--- src/rtl/cvxif_copro_pkg.sv ---
// Shared definitions for the CV-X-IF coprocessor pipe: opcode, funct3 encodings
// and the tag that travels alongside each result through the pipeline and FIFO.
package cvxif_copro_pkg;

   localparam logic [6:0]  OPCODE_COPRO = 7'b0001011;
   localparam int unsigned MAX_ID_WIDTH = 8;

   typedef enum logic [2:0] {
      FUNCT3_ADD = 3'd0,
      FUNCT3_XOR = 3'd1,
      FUNCT3_NOP = 3'd2
   } funct3_e;

   // IDs are stored zero-extended to MAX_ID_WIDTH so the tag layout is fixed.
   typedef struct packed {
      logic                    valid;
      logic                    killed;
      logic                    wb;
      logic [MAX_ID_WIDTH-1:0] id;
      logic [4:0]              rd;
   } pipe_tag_t;

   function automatic pipe_tag_t mark_killed(input pipe_tag_t               tag,
                                             input logic                    kill,
                                             input logic [MAX_ID_WIDTH-1:0] kill_id);
      pipe_tag_t res;
      res = tag;
      if (kill && tag.valid && (tag.id == kill_id)) begin
         res.killed = 1'b1;
      end
      return res;
   endfunction

endpackage

--- src/rtl/cvxif_copro_fifo.sv ---
// Result FIFO for the coprocessor pipe. Registered output (no fall-through);
// every stored entry whose ID matches an active kill gets its killed flag set.
module cvxif_copro_fifo
   import cvxif_copro_pkg::*;
#(
   parameter int unsigned XLEN  = 64,
   parameter int unsigned Depth = 4
) (
   input  logic                    clk_i,
   input  logic                    rst_i,
   input  logic                    push_i,
   input  pipe_tag_t               push_tag_i,
   input  logic [XLEN-1:0]         push_data_i,
   input  logic                    pop_i,
   input  logic                    kill_i,
   input  logic [MAX_ID_WIDTH-1:0] kill_id_i,
   output logic                    head_valid_o,
   output pipe_tag_t               head_tag_o,
   output logic [XLEN-1:0]         head_data_o,
   output logic                    full_o
);

   localparam int unsigned AW = $clog2(Depth);

   logic [AW:0]     wr_ptr;
   logic [AW:0]     rd_ptr;
   pipe_tag_t       mem_tag  [Depth];
   logic [XLEN-1:0] mem_data [Depth];
   logic            do_push;
   logic            do_pop;

   assign head_valid_o = (wr_ptr != rd_ptr);
   assign full_o       = (wr_ptr[AW] != rd_ptr[AW]) && (wr_ptr[AW-1:0] == rd_ptr[AW-1:0]);
   assign do_pop       = pop_i & head_valid_o;
   assign do_push      = push_i & (~full_o | do_pop);

   always_ff @(posedge clk_i or posedge rst_i) begin
      if (rst_i) begin
         wr_ptr <= '0;
         rd_ptr <= '0;
      end else begin
         if (do_push) wr_ptr <= wr_ptr + 1'b1;
         if (do_pop)  rd_ptr <= rd_ptr + 1'b1;
      end
   end

   // Storage carries no reset; occupancy is defined purely by the pointers.
   always_ff @(posedge clk_i) begin
      for (int i = 0; i < Depth; i++) begin
         if (do_push && (wr_ptr[AW-1:0] == AW'(i))) begin
            mem_tag[i]  <= push_tag_i;
            mem_data[i] <= push_data_i;
         end else begin
            mem_tag[i]  <= mark_killed(mem_tag[i], kill_i, kill_id_i);
         end
      end
   end

   assign head_tag_o  = mem_tag[rd_ptr[AW-1:0]];
   assign head_data_o = mem_data[rd_ptr[AW-1:0]];

   a_no_overflow: assert property (@(posedge clk_i) disable iff (rst_i)
                                   push_i |-> (!full_o || do_pop));

endmodule

--- src/rtl/cvxif_copro_pipe.sv ---
// CV-X-IF custom-0 coprocessor: ADD/XOR/NOP, fixed-latency pipeline feeding an
// in-order result FIFO with credit-based flow control and ID-based kills.
module cvxif_copro_pipe
   import cvxif_copro_pkg::*;
#(
   parameter int unsigned XLEN    = 64,
   parameter int unsigned IdWidth = 3,
   parameter int unsigned Latency = 2,
   parameter int unsigned Depth   = 4
) (
   input  logic               clk_i,
   input  logic               rst_i,
   input  logic               issue_valid_i,
   output logic               issue_ready_o,
   input  logic [31:0]        issue_instr_i,
   input  logic [IdWidth-1:0] issue_id_i,
   input  logic [XLEN-1:0]    issue_rs1_i,
   input  logic [XLEN-1:0]    issue_rs2_i,
   input  logic [1:0]         issue_rs_valid_i,
   output logic               issue_accept_o,
   output logic               issue_writeback_o,
   input  logic               commit_valid_i,
   input  logic [IdWidth-1:0] commit_id_i,
   input  logic               commit_kill_i,
   output logic               result_valid_o,
   input  logic               result_ready_i,
   output logic [IdWidth-1:0] result_id_o,
   output logic [4:0]         result_rd_o,
   output logic [XLEN-1:0]    result_data_o,
   output logic               busy_o
);

   localparam int unsigned CntW = $clog2(Depth + 1);

   logic [CntW-1:0]         count;
   funct3_e                 funct3;
   logic                    dec_accept;
   logic                    dec_wb;
   logic [XLEN-1:0]         dec_result;
   logic                    accepted;
   logic                    kill_en;
   logic [MAX_ID_WIDTH-1:0] kill_id;
   pipe_tag_t               issue_tag;
   pipe_tag_t               exit_tag;
   logic [XLEN-1:0]         exit_data;
   logic                    push;
   logic                    exit_free;
   logic                    head_valid;
   pipe_tag_t               head_tag;
   logic [XLEN-1:0]         head_data;
   logic                    head_free;
   logic                    fifo_full;
   logic                    unused_bits;

   assign funct3 = funct3_e'(issue_instr_i[14:12]);

   always_comb begin
      dec_accept = 1'b0;
      dec_wb     = 1'b0;
      dec_result = '0;
      if (issue_instr_i[6:0] == OPCODE_COPRO) begin
         case (funct3)
            FUNCT3_ADD: begin
               dec_accept = 1'b1;
               dec_wb     = 1'b1;
               dec_result = issue_rs1_i + issue_rs2_i;
            end
            FUNCT3_XOR: begin
               dec_accept = 1'b1;
               dec_wb     = 1'b1;
               dec_result = issue_rs1_i ^ issue_rs2_i;
            end
            FUNCT3_NOP: dec_accept = 1'b1;
            default:    dec_accept = 1'b0;
         endcase
      end
   end

   assign issue_accept_o    = dec_accept;
   assign issue_writeback_o = dec_wb;

   // A credit leaving the FIFO head this cycle can be reused immediately, so a
   // full pipe that is popping still takes a new instruction.
   assign head_free     = head_valid & (head_tag.killed | result_ready_i);
   assign issue_ready_o = ~rst_i & (&issue_rs_valid_i) & ((count < CntW'(Depth)) | head_free);
   assign accepted      = issue_valid_i & issue_ready_o & dec_accept;

   assign kill_en = commit_valid_i & commit_kill_i;
   assign kill_id = MAX_ID_WIDTH'(commit_id_i);

   assign issue_tag = '{valid:  accepted,
                        killed: 1'b0,
                        wb:     dec_wb,
                        id:     MAX_ID_WIDTH'(issue_id_i),
                        rd:     issue_instr_i[11:7]};

   // The FIFO write is the last of the Latency register stages, so only
   // Latency-1 pipeline registers sit between issue and the FIFO.
   generate
      if (Latency == 1) begin : g_direct
         assign exit_tag  = issue_tag;
         assign exit_data = dec_result;
      end else begin : g_stages
         pipe_tag_t       stage_tag  [Latency-1];
         logic [XLEN-1:0] stage_data [Latency-1];

         always_ff @(posedge clk_i or posedge rst_i) begin
            if (rst_i) begin
               for (int i = 0; i < Latency - 1; i++) begin
                  stage_tag[i]  <= '0;
                  stage_data[i] <= '0;
               end
            end else begin
               stage_tag[0]  <= issue_tag;
               stage_data[0] <= dec_result;
               for (int i = 1; i < Latency - 1; i++) begin
                  stage_tag[i]  <= mark_killed(stage_tag[i-1], kill_en, kill_id);
                  stage_data[i] <= stage_data[i-1];
               end
            end
         end

         assign exit_tag  = mark_killed(stage_tag[Latency-2], kill_en, kill_id);
         assign exit_data = stage_data[Latency-2];
      end
   endgenerate

   assign push      = exit_tag.valid & exit_tag.wb & ~exit_tag.killed;
   assign exit_free = exit_tag.valid & ~push;

   cvxif_copro_fifo #(
      .XLEN  (XLEN),
      .Depth (Depth)
   ) u_fifo (
      .clk_i        (clk_i),
      .rst_i        (rst_i),
      .push_i       (push),
      .push_tag_i   (exit_tag),
      .push_data_i  (exit_data),
      .pop_i        (head_free),
      .kill_i       (kill_en),
      .kill_id_i    (kill_id),
      .head_valid_o (head_valid),
      .head_tag_o   (head_tag),
      .head_data_o  (head_data),
      .full_o       (fifo_full)
   );

   always_ff @(posedge clk_i or posedge rst_i) begin
      if (rst_i) begin
         count <= '0;
      end else begin
         count <= count + CntW'(accepted) - CntW'(exit_free) - CntW'(head_free);
      end
   end

   assign result_valid_o = head_valid & ~head_tag.killed;
   assign result_id_o    = result_valid_o ? head_tag.id[IdWidth-1:0] : '0;
   assign result_rd_o    = result_valid_o ? head_tag.rd : '0;
   assign result_data_o  = result_valid_o ? head_data : '0;
   assign busy_o         = (count != '0);

   assign unused_bits = ^{issue_instr_i[31:15], head_tag.valid, head_tag.wb, head_tag.id, fifo_full};

   a_count_range: assert property (@(posedge clk_i) disable iff (rst_i) count <= CntW'(Depth));

endmodule

--- config.mk ---
export PLATFORM = sky130hd
export DESIGN_NAME = cvxif_copro_pipe
export DESIGN_NICKNAME = d
export VERILOG_FILES = /design/src/rtl/cvxif_copro_pkg.sv /design/src/rtl/cvxif_copro_fifo.sv /design/src/rtl/cvxif_copro_pipe.sv
export SDC_FILE = /design/constraint.sdc
export NUM_CORES = 1
export LEC_CHECK = 0
export CAP_MARGIN = 30
export CORE_MARGIN = 2
export CORE_UTILIZATION = 45
export DETAILED_ROUTE_END_ITERATION = 8
export PLACE_DENSITY = 0.72
export SYNTH_ARGS = -nofsm -noshare
export SYNTH_HDL_FRONTEND = slang
export SYNTH_SLANG_ARGS = --single-unit
--- constraint.sdc ---
create_clock -name clk_i -period 10.6 [get_ports clk_i]
set_input_delay 1.06 -clock clk_i [delete_from_list [all_inputs] [get_ports clk_i]]
set_output_delay 1.06 -clock clk_i [all_outputs]
set_load 0.02 [all_outputs]
==> flow_metrics.env, run 1 <==
export IMPL_hold_viol_final=0
export IMPL_rsz0062_at_grt="no"
export IMPL_synth_seq_cells=379
export IMPL_grtUsageMet2=0.3402
export IMPL_dieArea_um2=42500
export IMPL_timing_max_cap_violations=0
export IMPL_placementRows=74
export IMPL_p_per_area_nw_per_um2=197.6
export IMPL_min_path_cells=0
export IMPL_clk_latency_ns=0.51
export IMPL_synth_edf_count=292
export IMPL_p_leak_nw=8.455
export IMPL_antenna_found_initial=0
export IMPL_h_tree_depth=2
export IMPL_start_util=0.4535
export IMPL_use_met3=0.02066
export IMPL_layout_drive_gt1_share=0.1011
export IMPL_hpwl_um=31460
export IMPL_vias=12020
export IMPL_busiest_layer="met2"
export IMPL_cts_setup_buffers=0
export IMPL_coreArea_um2=40550
export IMPL_chipWidth_um=206.2
export IMPL_ir_worst_vdd_v=0.0001277
export IMPL_clock_sinks=379
export IMPL_ctsHoldBuffers=0
export IMPL_slew_violations=0
export IMPL_routedWlPerCell_um=20.43
export IMPL_grt_pass1_vias=11990
export IMPL_drt_pass1_iter_count=5
export IMPL_root_buffer="clkbuf_16"
export IMPL_place_area_um2=21230
export IMPL_syn_avg_cell_area_um2=13.21
export IMPL_period_minus_slack_ns=5.692
export IMPL_status="completed"
export IMPL_path_clk_slew_ns=0.06
export IMPL_post_route_period_util=0.5370
export IMPL_synth_cells=1392
export IMPL_ys_types=65
export IMPL_clock_fmax_ghz=0.1757
export IMPL_die_height_um=206.2
export IMPL_ys_flop_type="edfxtp_1"
export IMPL_clockBufferDepth=3
export IMPL_cts_made_buffers=36
export IMPL_path_class="flop to output port"
export IMPL_io_buffers=233
export IMPL_synth_fp_nets=1639
export IMPL_yosys_warnings=0
export IMPL_final_cell_mix="292 x edfxtp_1, 232 x clkdlybuf4s50_1, 116 x a21oi_1"
export IMPL_required_ns=9.54
export IMPL_final_common_cell="edfxtp_1"
export IMPL_max_slew_margin=0.4750
export IMPL_end_kind="output port"
export IMPL_ys_seq_area_frac=0.5941
export IMPL_start_kind="flop"
export IMPL_io_pins=251
export IMPL_drt_iter0_drc=888
export IMPL_finClkSkew_ns=0.02415
export IMPL_finalSetupViolCount=0
export IMPL_syn_area_um2=18390
export IMPL_routed_wl_um=44220
export IMPL_nNetsFinal=1851
export IMPL_ctsResizeCount=0
export IMPL_cp_max_fo=50
export IMPL_drc=0
export IMPL_syn_to_final_growth_pct=22.17
export IMPL_gp_congestion=0.9165
export IMPL_grt_overflow=0
export IMPL_grt_max_degree=68
export IMPL_met1_usage=0.2996
export IMPL_timing_setup_tns_ns=0
export IMPL_grt_pass1_wl_um=67540
export IMPL_async_flop_share=0.2190
export IMPL_min_path_type="flop to flop"
export IMPL_tritoncts="built"
export IMPL_worstPathArrival_ns=4.63
export IMPL_worst_pin_slew_ns=0.7875
export IMPL_ant_nets=0
export IMPL_reg2reg_depth=6
export IMPL_via_per_inst=5.550
export IMPL_track_usage=0.2087
export IMPL_stdcell_area_um2=22470
## worst paths after layout
check,start,to,slack (ns)
max,u_fifo.rd_ptr[1],result_data_o[43],4.91
min,exit_tag[4],u_fifo.mem_tag[1][4],0.47
max reg2reg,u_fifo.rd_ptr[1],u_fifo.mem_data[0][55],6.53
min reg2reg,exit_tag[4],u_fifo.mem_tag[1][4],0.47
max in group asynchronous,rst_i,u_fifo.rd_ptr[0],8.45
min in group asynchronous,rst_i,exit_tag[3],0.95
## Yosys cell counts, drive strengths merged, types with 3 or more instances
cell type	instances	share of area
o211ai	4	0.0016
nor4	10	0.0034
a211oi	6	0.0027
xor2	22	0.010
a221oi	4	0.0019
nand4	27	0.0095
or4	5	0.0020
ha	71	0.048
clkbuf	57	0.012
o2bb2ai	3	0.0014
a21oi	117	0.032
nor3	15	0.0041
or2	5	0.0017
xnor2	44	0.021
nor2b	78	0.027
o21bai	25	0.010
and2	9	0.0031
mux2i	4	0.0022
nor2	103	0.021
buf	13	0.0030
a21boi	5	0.0020
o21a	14	0.0057
nand2	74	0.015
edfxtp	292	0.48
or3	23	0.0081
o21ai	66	0.018
mux4	73	0.089
nand3	8	0.0022
a21o	31	0.013
inv	41	0.0084
a31oi	11	0.0037
dfxtp	4	0.0044
dfrtp	83	0.11
and3	7	0.0024
a41oi	6	0.0033
## registers in the layout, summed over array words and instances, names as in the netlist
signal and flops:
u_fifo.mem_tag 40, exit_data 64, exit_tag 10, u_fifo.mem_data 256, u_fifo.rd_ptr 3, u_fifo.wr_ptr 3
count 3
## cell type report
type,instances,area [µm²]
fillers,3349,18090
diodes,1,2.502
inverters,42,158.9
flip-flops and latches,379,10930
well taps,532,665.6
clock buffers,56,1119
multi-input cells,901,7048
repair buffers,244,2430
clock inverters,10,113.9
## routing by layer
metal | wire length, µm | up-vias | share of wire
met5 | 0 | - | 0
met4 | 1062 | 0 | 0.024
met3 | 2091 | 52 | 0.047
met2 | 20820 | 371 | 0.47
met1 | 20250 | 5901 | 0.46
li1 | - | 5692 | -
## critical path, cell delays in order, from the launching register on
cell and delay, ns:
dfrtp_2 0.82, buf_4 0.73, xor2_1 0.20, nor3_1 0.40, or2_2 0.70, buf_4 0.52, nor2b_1 0.14, clkdlybuf4s50_1 0.56
## power by group
part | total, W | switching (W) | internal [W]
registers | 0.00166 | 0.0000610 | 0.00160
clock network | 0.00129 | 0.000510 | 0.000777
logic | 0.00149 | 0.000752 | 0.000735
## metrics by stage
stage	worst slack (ns)	power [W]	std cells	hold WS, ns	utilization
finish	4.908	0.004439	2165	0.4715	0.5540
global route	4.568	0.004650	2164	0.5001	0.5540
CTS	4.778	0.004496	2164	0.4798	0.5540
global placement	5.396	0.003188	2097	0.4536	0.5229
floorplan	6.203	0.002613	1392	0.4348	-
detailed placement	5.312	0.003208	2098	0.4699	0.5236
## logic make-up (layout without fill, tap and decap cells)
family,Yosys count,after routing,share of synthesized area
fa+ha+maj,73,73,0.05048
simple gates,370,370,0.1026
buf+inv,112,352,0.02320
other cells,0,1,0
mux,78,78,0.09219
flops,379,379,0.5941
compound gates,314,314,0.1060
xor+xnor,66,66,0.03143
Power figures use the tool's default switching activity.
==> run 2: changes to the inputs <==
clock period = 5.35 ns   (was 10.6 ns; I/O delays follow)
==> run 2 against run 1 <==
Clock-buffer cell count decreased by 7. Final cell count increased by 0.18%. Clock power increased by 110%. Non-clock buffer count grew 5. Sequential share of layout area is 0.26 points lower. Largest power group unchanged. Combinational power rose by 100%. Cell area grew 0.53%. First-iteration DRC count increased by 6.5%. Via count grew 1.4%. Total power is 100% higher. Core utilization up 0.29 points. Highest routed layer unchanged. Sequential cell count is the same.
==> flow_metrics.env, run 2 (synthesis gave the netlist of run 1 again) <==
export IMPL_cts_setup_buffers=0
export IMPL_place_area_um2=21290
export IMPL_clock_fmax_ghz=0.2598
export IMPL_slew_violations=0
export IMPL_root_buffer="clkbuf_16"
export IMPL_grt_pass1_vias=11990
export IMPL_min_path_type="input port to async pin"
export IMPL_layout_cells_non_filler=2169
export IMPL_ctsResizeCount=0
export IMPL_path_clk_slew_ns=0.06
export IMPL_worst_pin_slew_ns=0.8821
export IMPL_final_cell_mix="292 x edfxtp_1, 232 x clkdlybuf4s50_1, 116 x a21oi_1"
export IMPL_h_tree_depth=2
export IMPL_dp_cells=2102
export IMPL_ctsHoldBuffers=0
export IMPL_dieArea_um2=42500
export IMPL_period_minus_slack_ns=3.849
export IMPL_cpMaxStageDelayCell="clkdlybuf4s50_1"
export IMPL_combPwrFrac=0.337
export IMPL_finClkSkew_ns=0.01479
export IMPL_path_class="flop to output port"
export IMPL_rsz0062_at_grt="no"
export IMPL_hpwl_um=31290
export IMPL_pwr_share_seq=0.362
export IMPL_hold_viol_final=0
export IMPL_clkPwrFrac=0.301
export IMPL_clk_latency_ns=0.52
export IMPL_grt_overflow=0
export IMPL_ant_nets=0
export IMPL_max_slew_margin=0.4119
export IMPL_post_route_period_util=0.7195
export IMPL_crit_chain="mux4_2 -> or2_2 -> buf_12 -> nor2b_1 -> clkdlybuf4s50_1"
export IMPL_io_buffers=233
export IMPL_finalSetupViolCount=0
export IMPL_required_ns=4.82
export IMPL_grt_max_degree=67
export IMPL_nNetsFinal=1857
export IMPL_whs_ns=0.2797
export IMPL_timing_setup_tns_ns=0
export IMPL_timing_max_cap_violations=0
export IMPL_cp_max_fo=47
export IMPL_coreArea_um2=40550
export IMPL_fin_ws_ns=1.501
export IMPL_switching_power_w=0.002632
export IMPL_syn_to_final_growth_pct=22.82
export IMPL_layout_drive_gt1_share=0.1039
export IMPL_via_per_inst=5.617
export IMPL_vias=12180
export IMPL_grt_pass1_wl_um=67870
export IMPL_regMostFlops="u_fifo.mem_data"
export IMPL_chipWidth_um=206.2
export IMPL_routed_wl_um=44440
export IMPL_drt_pass1_iter_count=5
export IMPL_critical_path_max_stage_delay_ns=0.62
export IMPL_clock_sinks=379
export IMPL_end_kind="output port"
export IMPL_worstPathArrival_ns=3.31
export IMPL_final_common_cell="edfxtp_1"
export IMPL_placementRows=74
export IMPL_io_pins=251
export IMPL_start_kind="flop"
export IMPL_gp_congestion=0.9002
export IMPL_stdcell_area_um2=22590
export IMPL_status="completed"
export IMPL_drt_iter0_drc=946
export IMPL_tritoncts="built"
export IMPL_pre_cts_ws_ns=1.320
export IMPL_largest_register_ffs=256
export IMPL_routedWlPerCell_um=20.49
export IMPL_drc=0
export IMPL_cts_made_buffers=37
export IMPL_die_height_um=206.2
export IMPL_start_util=0.4535
export IMPL_p_sw_frac=0.2941
export IMPL_antenna_found_initial=1
export IMPL_internal_power_w=0.006316
export IMPL_clockBufferDepth=3
export IMPL_p_per_area_nw_per_um2=396.1
export IMPL_ir_worst_vdd_v=0.0002356
export IMPL_track_usage=0.2096
export IMPL_p_leak_nw=8.510
## run 2: critical path, delay by kind of cell, from the launching register on
family        cells  cell delay [ns]
buf+inv           2             0.91
simple gates      2             0.73
flops             1             0.57
mux               1             0.55
## run 2: final timing paths
| check | start | endpoint | slack, ns | cells after the start |
|---|---|---|---|---|
| max in group asynchronous | rst_i | exit_data[20] | 4.16 | 4 |
| worst min register to register | u_fifo.mem_tag[0][14] | u_fifo.mem_tag[0][14] | 0.48 | 2 |
| worst max register to register | u_fifo.rd_ptr[0] | u_fifo.mem_data[3][15] | 2.27 | 5 |
| worst max-delay path | u_fifo.rd_ptr[0] | result_data_o[25] | 1.50 | 5 |
| worst min-delay path | rst_i | exit_tag[5] | 0.28 | 2 |
| min in group clk_i | issue_id_i[2] | exit_tag[7] | 0.46 | 1 |
## run 2: metrics by stage
stage | util | total power [W]
floorplan | - | 0.005176
global placement | 0.5243 | 0.006314
detailed placement | 0.5249 | 0.006339
CTS | 0.5562 | 0.009032
global route | 0.5569 | 0.009357
finish | 0.5570 | 0.008947
## run 2: layout make-up
type / instances / area [µm²]
multi-input cells: 901 / 7048
repair buffers: 249 / 2512
inverters: 42 / 158.9
diodes: 1 / 2.502
flip-flops and latches: 379 / 10930
fillers: 3374 / 17970
clock buffers: 49 / 1011
clock inverters: 16 / 257.7
well taps: 532 / 665.6
## run 2: power groups by stage
| stage | clock [W] | combinational (W) | sequential, W |
|---|---|---|---|
| after floorplan | 0 | 0.00192 | 0.00326 |
| after global placement | 0 | 0.00301 | 0.00330 |
| after detailed placement | 0 | 0.00304 | 0.00330 |
| after CTS | 0.00274 | 0.00305 | 0.00324 |
| after global routing | 0.00286 | 0.00325 | 0.00324 |
| final | 0.00270 | 0.00301 | 0.00324 |
## run 2: metal layers
metal | up-vias | share of wire | global-route usage
met5 | - | 0 | 0
met4 | 0 | 0.018 | 0.05077
met3 | 51 | 0.059 | 0.02412
met2 | 407 | 0.48 | 0.3437
met1 | 6032 | 0.44 | 0.3007
li1 | 5693 | - | -
